==> src/rtl/alu32.sv <==
// alu32 -- registered execute-stage ALU: add/sub, compares, shifts.
//
// Every output is a register, so a result appears one clock edge after its
// operands and opCode are sampled. A new operation can be issued each cycle.
//
// Ports:
//   clk     in   rising-edge clock
//   rst_n   in   synchronous active-low reset
//   A       in   WIDTH  operand A
//   B       in   WIDTH  operand B; the low log2(WIDTH) bits are the shift amount
//   opCode  in   6      operation select
//   ans1    out  WIDTH  primary result
//   ans2    out  1      carry, compare result or last shifted-out bit
//   Z       out  1      ans1 == 0
//   N       out  1      ans1 MSB
module alu32 #(
  parameter int WIDTH = 32
) (
  input  logic             clk,
  input  logic             rst_n,
  input  logic [WIDTH-1:0] A,
  input  logic [WIDTH-1:0] B,
  input  logic [5:0]       opCode,
  output logic [WIDTH-1:0] ans1,
  output logic             ans2,
  output logic             Z,
  output logic             N
);

  localparam int SHW = $clog2(WIDTH);

  localparam logic [5:0] OP_ADD = 6'b010000;
  localparam logic [5:0] OP_SUB = 6'b010001;
  localparam logic [5:0] OP_EQ  = 6'b100000;
  localparam logic [5:0] OP_NE  = 6'b100001;
  localparam logic [5:0] OP_LE  = 6'b100010;
  localparam logic [5:0] OP_GT  = 6'b100011;
  localparam logic [5:0] OP_SLL = 6'b110000;
  localparam logic [5:0] OP_SRL = 6'b110001;
  localparam logic [5:0] OP_SRA = 6'b110010;

  logic signed [WIDTH-1:0] a_s;
  logic signed [WIDTH-1:0] b_s;
  logic        [SHW-1:0]   shamt;
  logic        [WIDTH-1:0] ans1_d;
  logic                    ans2_d;
  logic                    cmp;

  logic [WIDTH-1:0] ans1_q;
  logic             ans2_q;
  logic             z_q;
  logic             n_q;

  assign a_s   = A;
  assign b_s   = B;
  assign shamt = B[SHW-1:0];

  always_comb begin
    ans1_d = '0;
    ans2_d = 1'b0;
    cmp    = 1'b0;
    unique case (opCode)
      OP_ADD: {ans2_d, ans1_d} = {1'b0, A} + {1'b0, B};
      // Carry-out of A + ~B + 1 is the "no borrow" (A >= B unsigned) bit.
      OP_SUB: {ans2_d, ans1_d} = {1'b0, A} + {1'b0, ~B} + (WIDTH+1)'(1);
      OP_EQ, OP_NE, OP_LE, OP_GT: begin
        unique case (opCode)
          OP_EQ:   cmp = (A == B);
          OP_NE:   cmp = (A != B);
          OP_LE:   cmp = (a_s <= b_s);
          default: cmp = (a_s > b_s);
        endcase
        ans1_d = {{(WIDTH-1){1'b0}}, cmp};
        ans2_d = cmp;
      end
      // One guard bit beyond the word catches the last bit shifted out;
      // with a zero shift the guard bit stays 0.
      OP_SLL: {ans2_d, ans1_d} = {1'b0, A} << shamt;
      OP_SRL: {ans1_d, ans2_d} = {A, 1'b0} >> shamt;
      OP_SRA: {ans1_d, ans2_d} = $signed({A, 1'b0}) >>> shamt;
      default: begin
        ans1_d = '0;
        ans2_d = 1'b0;
      end
    endcase
  end

  // Output register stage: flags come from the same value loaded into ans1.
  always_ff @(posedge clk) begin
    if (!rst_n) begin
      ans1_q <= '0;
      ans2_q <= 1'b0;
      z_q    <= 1'b1;
      n_q    <= 1'b0;
    end else begin
      ans1_q <= ans1_d;
      ans2_q <= ans2_d;
      z_q    <= (ans1_d == '0);
      n_q    <= ans1_d[WIDTH-1];
    end
  end

  assign ans1 = ans1_q;
  assign ans2 = ans2_q;
  assign Z    = z_q;
  assign N    = n_q;

endmodule

==> config.mk <==
export PLATFORM = sky130hd
export DESIGN_NAME = alu32
export DESIGN_NICKNAME = d
export VERILOG_FILES = /design/src/rtl/alu32.sv
export SDC_FILE = /design/constraint.sdc
export NUM_CORES = 1
export LEC_CHECK = 0
export ABC_AREA = 1
export CAP_MARGIN = 40
export CELL_PAD_IN_SITES_DETAIL_PLACEMENT = 1
export CELL_PAD_IN_SITES_GLOBAL_PLACEMENT = 1
export CORE_ASPECT_RATIO = 0.75
export CORE_UTILIZATION = 39
export DETAILED_ROUTE_END_ITERATION = 16
export PLACE_DENSITY = 0.8
export SLEW_MARGIN = 40
export SYNTH_ARGS = -nofsm -noshare
export SYNTH_HDL_FRONTEND = slang
export SYNTH_SLANG_ARGS = --single-unit
==> constraint.sdc <==
create_clock -name clk -period 4.97 [get_ports clk]
set_input_delay 1.491 -clock clk [delete_from_list [all_inputs] [get_ports clk]]
set_output_delay 1.491 -clock clk [all_outputs]
set_load 0.02 [all_outputs]
Yosys cells after proc, flatten, opt, wreduce, memory -nomap -nowiden
Index checks and enable logic that the tools add are counted.

Bits in registers: 35. Input port bits: 72. Output and inout port bits: 35. Logic and storage cells: 29.

Add/sub/neg operators: 3. Order comparisons: 2. Eq/ne operators: 11. Shift operators: 3. Multiplexer cells: 3. Bitwise gates (word level): 1. Reductions and logical operators: 2.

Operators by type and width (number): 32-bit case mux with 6 select lines (1); 32-bit by 32-bit adder with 33-bit output (2); 6-bit equality test (second input constant) (7); 33-bit by 1-bit adder with 33-bit output (second input constant) (1); 32-bit by 5-bit left shift with 33-bit output (1); 33-bit by 5-bit right shift with 33-bit output (1); 33-bit by 5-bit >>> shifter with 33-bit output (1); 32-bit equality test (1); 32-bit greater-than comparator (1); 32-bit less-or-equal comparator (1); 32-bit zero test (1); 32-bit inequality test (1); 32-bit inverter (1); 6-bit by 5-bit equality test with 1-bit output (second input constant) (2); 1-bit case mux with 6 select lines (1); 4-bit OR reduction (1); 1-bit case mux with 3 select lines (1).

Logic depth before layout (Yosys ltp)
Depth after elaboration: 5. Depth in mapped cells: 26. Depth with buffers taken out: 23.

Worst setup path after synthesis
OpenSTA, ideal clock, no wires.

Kind: input to register. Start point: input B[3]. End point: register z_q, in the netlist Z. Setup time: 58 ps. Data arrival time: 3899 ps. Required time: 4912 ps. Slack: 1013 ps. Stages: 24. Path through: buf_2 inv_1 buf_2 buf_2 buf_2 ha_1 buf_2 nor2_1 nand3_1 nand3_2 nand2_1 nand2_1 nand2_1 nand3_1 nand2_1 nand3_1 nand2_1 nor2_1 nand2_1 nor2_1 nand2_1 nor2_1 nand2_1 nand2_1.

Longest elaborated chain between the ends: 5. Elaborated cells between the ends (all ways): 14.

Ends and longest elaborated chain: start, declared (RTL line 22) `input logic [WIDTH-1:0] B,`; 32-bit inverter (RTL line 65) `OP_SUB: {ans2_d, ans1_d} = {1'b0, A} + {1'b0, ~B} + (WIDTH+1)'(1);`; 32-bit by 32-bit adder with 33-bit output (RTL line 65); 33-bit by 1-bit adder with 33-bit output (RTL line 65); 32-bit case mux with 6 select lines * (RTL line 62) `unique case (opCode)`; 32-bit zero test * (RTL line 98) `z_q <= (ans1_d == '0);`; end signal, assigned (RTL line 98); end, declared (RTL line 51) `logic z_q;`.

Mark *: on every way between the ends. The rest lies on a longest branch, timed or not. A chain may end at the register's enable or synchronous reset.

Final worst setup path
Start point: input A[22]. End point: register z_q, in the netlist Z.

Longest elaborated chain between the ends: 4. Elaborated cells between the ends (all ways): 13.

Ends and longest elaborated chain: start, declared (RTL line 21) `input logic [WIDTH-1:0] A,`; 32-bit by 32-bit adder with 33-bit output, or another cell as far along (RTL line 65); 33-bit by 1-bit adder with 33-bit output / 1-bit case mux with 3 select lines (equally long branches) (RTL line 65, 67); 32-bit case mux with 6 select lines * (RTL line 62); 32-bit zero test * (RTL line 98).

Marked as above.

==> metrics.yaml <==
floorplan:
  core_area_um2: 25900
  die_h_um: 143
  start_util: 0.397
  dieArea_um2: 27000
  row_count: 51
  dieWidth_um: 190
  io_pins: 107
placed_design:
  post-place-ws_ns: 0.0952
  placed_cells: 2516
  place.gp.congestion: 1.07
  dp_hpwl_um: 49400
  numPortBuffers: 106
pwr:
  p_per_area_nw_per_um2: 151
  peakVddDrop_v: 0.000115
  leakage_nw: 6.65
cells_and_area:
  final_nets: 2318
  final_cells: 2525
  drive_above_1_share: 0.0734
  area_delta_synth_final_pct: 17.9
  num-fill-cells: 3931
clock_network:
  postCtsSetupRepairBufs: 0
  clock_path_buffers: 2
  clock-sinks: 34
  ctsResizeCount: 0
  cts_hold_buf: 0
  cts_made_buffers: 5
  htree_num_levels: 2
  root_buffer: "clkbuf_16"
  cts_tree: "built"
  clk_pin_slew_ns: 0.06
drt:
  route.detailed.wl_per_inst_um: 23.4
  drtAntennaViolNets: 0
  drtIter0Drc: 1926
  dr_total_vias: 15000
  finalWirelength_um: 59100
  drc: 0
  first_pass_iters: 5
  drt-vias-per-instance: 5.96
grt:
  antenna_found_initial: 2
  overflow: 0
  grt_pass1_vias: 14500
  grt_max_degree: 74
  grt_pass1_wl_um: 87900
  track_usage: 0.430
timing:
  final.setup.tns_ns: 0
  worst_slew_pin_slew_ns: 0.882
  relSlewSlack: 0.412
  setup_viol: 0
  fin_crit_ns: 4.74
  slew_violations: 0
  fin_ws_ns: 0.230
  rsz0062_at_grt: "no"
  period_share: 0.954
  timing.fmax_mhz: 211
  final_hold_viol_count: 0
  holdWs_ns: 1.89
setup_path:
  crit_fanout: 4
  worst_path_max_delay_cell: "clkdlybuf4s50_1"
  cp-start-kind: "primary input"
  path_common_cell: "nand2_1"
  cp-startpoint: "A[22]"
  worstPathCellList: "clkdlybuf4s50_1, ha_1, inv_1, nand2_1, nor2_1, nand2_1, nor3_2, nand2_1, nand3_1, nand2_1, nand3_1, nand2_1, nor2_1, nand2_1, nor2_1, nand2_1, nor2_1, nand2_1, nand2_1"
  crit_arrival_ns: 4.96
  cp.required_ns: 5.19
  max_stage_delay_ns: 0.52
  endpoint_kind: "flip-flop"
  crit_type: "in2reg"
logic_synthesis:
  synth_fa_ha_area_frac: 0.0830
  yosysSeqAreaShare: 0.0662
  synth_warnings: 0
  async_flop_share: 0
  synth_common_cells: "690 x nand2_1, 414 x nand3_1, 257 x inv_1, 205 x nor2_1, 83 x a21oi_1"
  synth_most_common_cell: "nand2_1"
  synth_seq_cells: 34
  synthMuxAreaShare: 0.00292
  yosys.area.top_type: "nand2_1"
  synthCells: 2067
  syn-num-nets: 2206
  synth_top_family_by_area: "simple AND/OR/NAND/NOR gates"
  synth_top_flop_cell: "dfxtp_1"
  avgSynthCellArea_um2: 4.98
  synth-xor-area-share: 0.00170
  synth_area_leaders: "nand2_1 25%, nand3_1 20%, inv_1 9.4%"
  synth_edf_count: 0
  yosys.cell_types.count: 48
  synth_compound_area_frac: 0.0976
  syn_area_um2: 10300
  synth.top_cell.area_share: 0.252
  yosys.area_share.simple: 0.601
hold_path:
  hp-class: "in2reg"
  hold_start: "B[3]"
run_status:
  status: "finished clean"
run:
  drv_cap: 0
[flip-flops by register name, indices dropped and copies added (netlist names)]
signal / flops
ans1: 32
Z: 1
ans2: 1
[layout make-up]
class                   count  area, um^2  share of cell area
flip-flops and latches     34         681              0.0561
well taps                 344         430              0.0355
multi-input cells        1676        8100               0.668
inverters                 265         997              0.0822
clock buffers               6         139              0.0115
diodes                      1        2.50            0.000206
repair buffers            197        1770               0.146
clock inverters             2        12.5             0.00103
[placed cells by master (no fill, tap or decap), drive strengths merged]
master / instances
ha: 65
o211ai: 8
and3: 1
o21bai: 6
clkinvlp: 1
nand4: 27
or2: 2
nor2: 214
a21oi: 86
mux2i: 3
clkbuf: 6
nor3: 13
clkdlybuf4s50: 103
and2: 23
o21a: 1
a211oi: 1
buf: 94
o221ai: 1
nand3b: 1
a31oi: 10
fa: 2
dfxtp: 34
o211a: 1
inv: 262
o2111ai: 1
o21ai: 65
nor4: 4
nand3: 419
nand2: 717
xor2: 2
diode: 1
clkinv: 4
a22oi: 1
a21o: 2
[worst max-delay path: cells and delay by family]
family | cells | cell delay, ns
AND/OR/NAND/NOR | 16 | 2.33
adder cells (fa/ha/maj) | 1 | 0.42
buffers and inverters | 2 | 0.73
[metal layers]
metal | vias up | GRT usage | share of wire
li1 | 6851 | - | -
met1 | 7220 | 0.632 | 0.46
met2 | 868 | 0.634 | 0.40
met3 | 104 | 0.0779 | 0.11
met4 | 0 | 0.116 | 0.031
met5 | - | 0 | 0
[path summary, 6_finish.rpt]
kind | endpoint | depth (start not counted)
worst min-delay path | ans1[9]$_SDFF_PN0_ | 6
worst max-delay path | Z$_SDFF_PN1_ | 19
[stage by stage]
stage	instance area, um^2	total power [mW]	util
global placement	12000	1.42	0.462
CTS	12100	1.79	0.468
detailed placement	12000	1.46	0.462
floorplan	10300	1.00	-
finish	12100	1.84	0.468
global route	12100	1.93	0.468
[cell families after synthesis]
kind of cell | count (synthesis)
AOI/OAI and AO/OA | 183
xor gates and xnor gates | 2
adders and majority gates | 67
buffers and inverters | 357
DFF | 34
muxes | 3
and+or+nand+nor | 1421
[power by group]
part | total, mW | internal, mW | switching [mW]
registers | 0.283 | 0.280 | 0.00302
logic | 1.22 | 0.382 | 0.842
clock network | 0.328 | 0.199 | 0.129
total | 1.83 | 0.861 | 0.974
No activity file was read; power rests on OpenSTA's default activity.
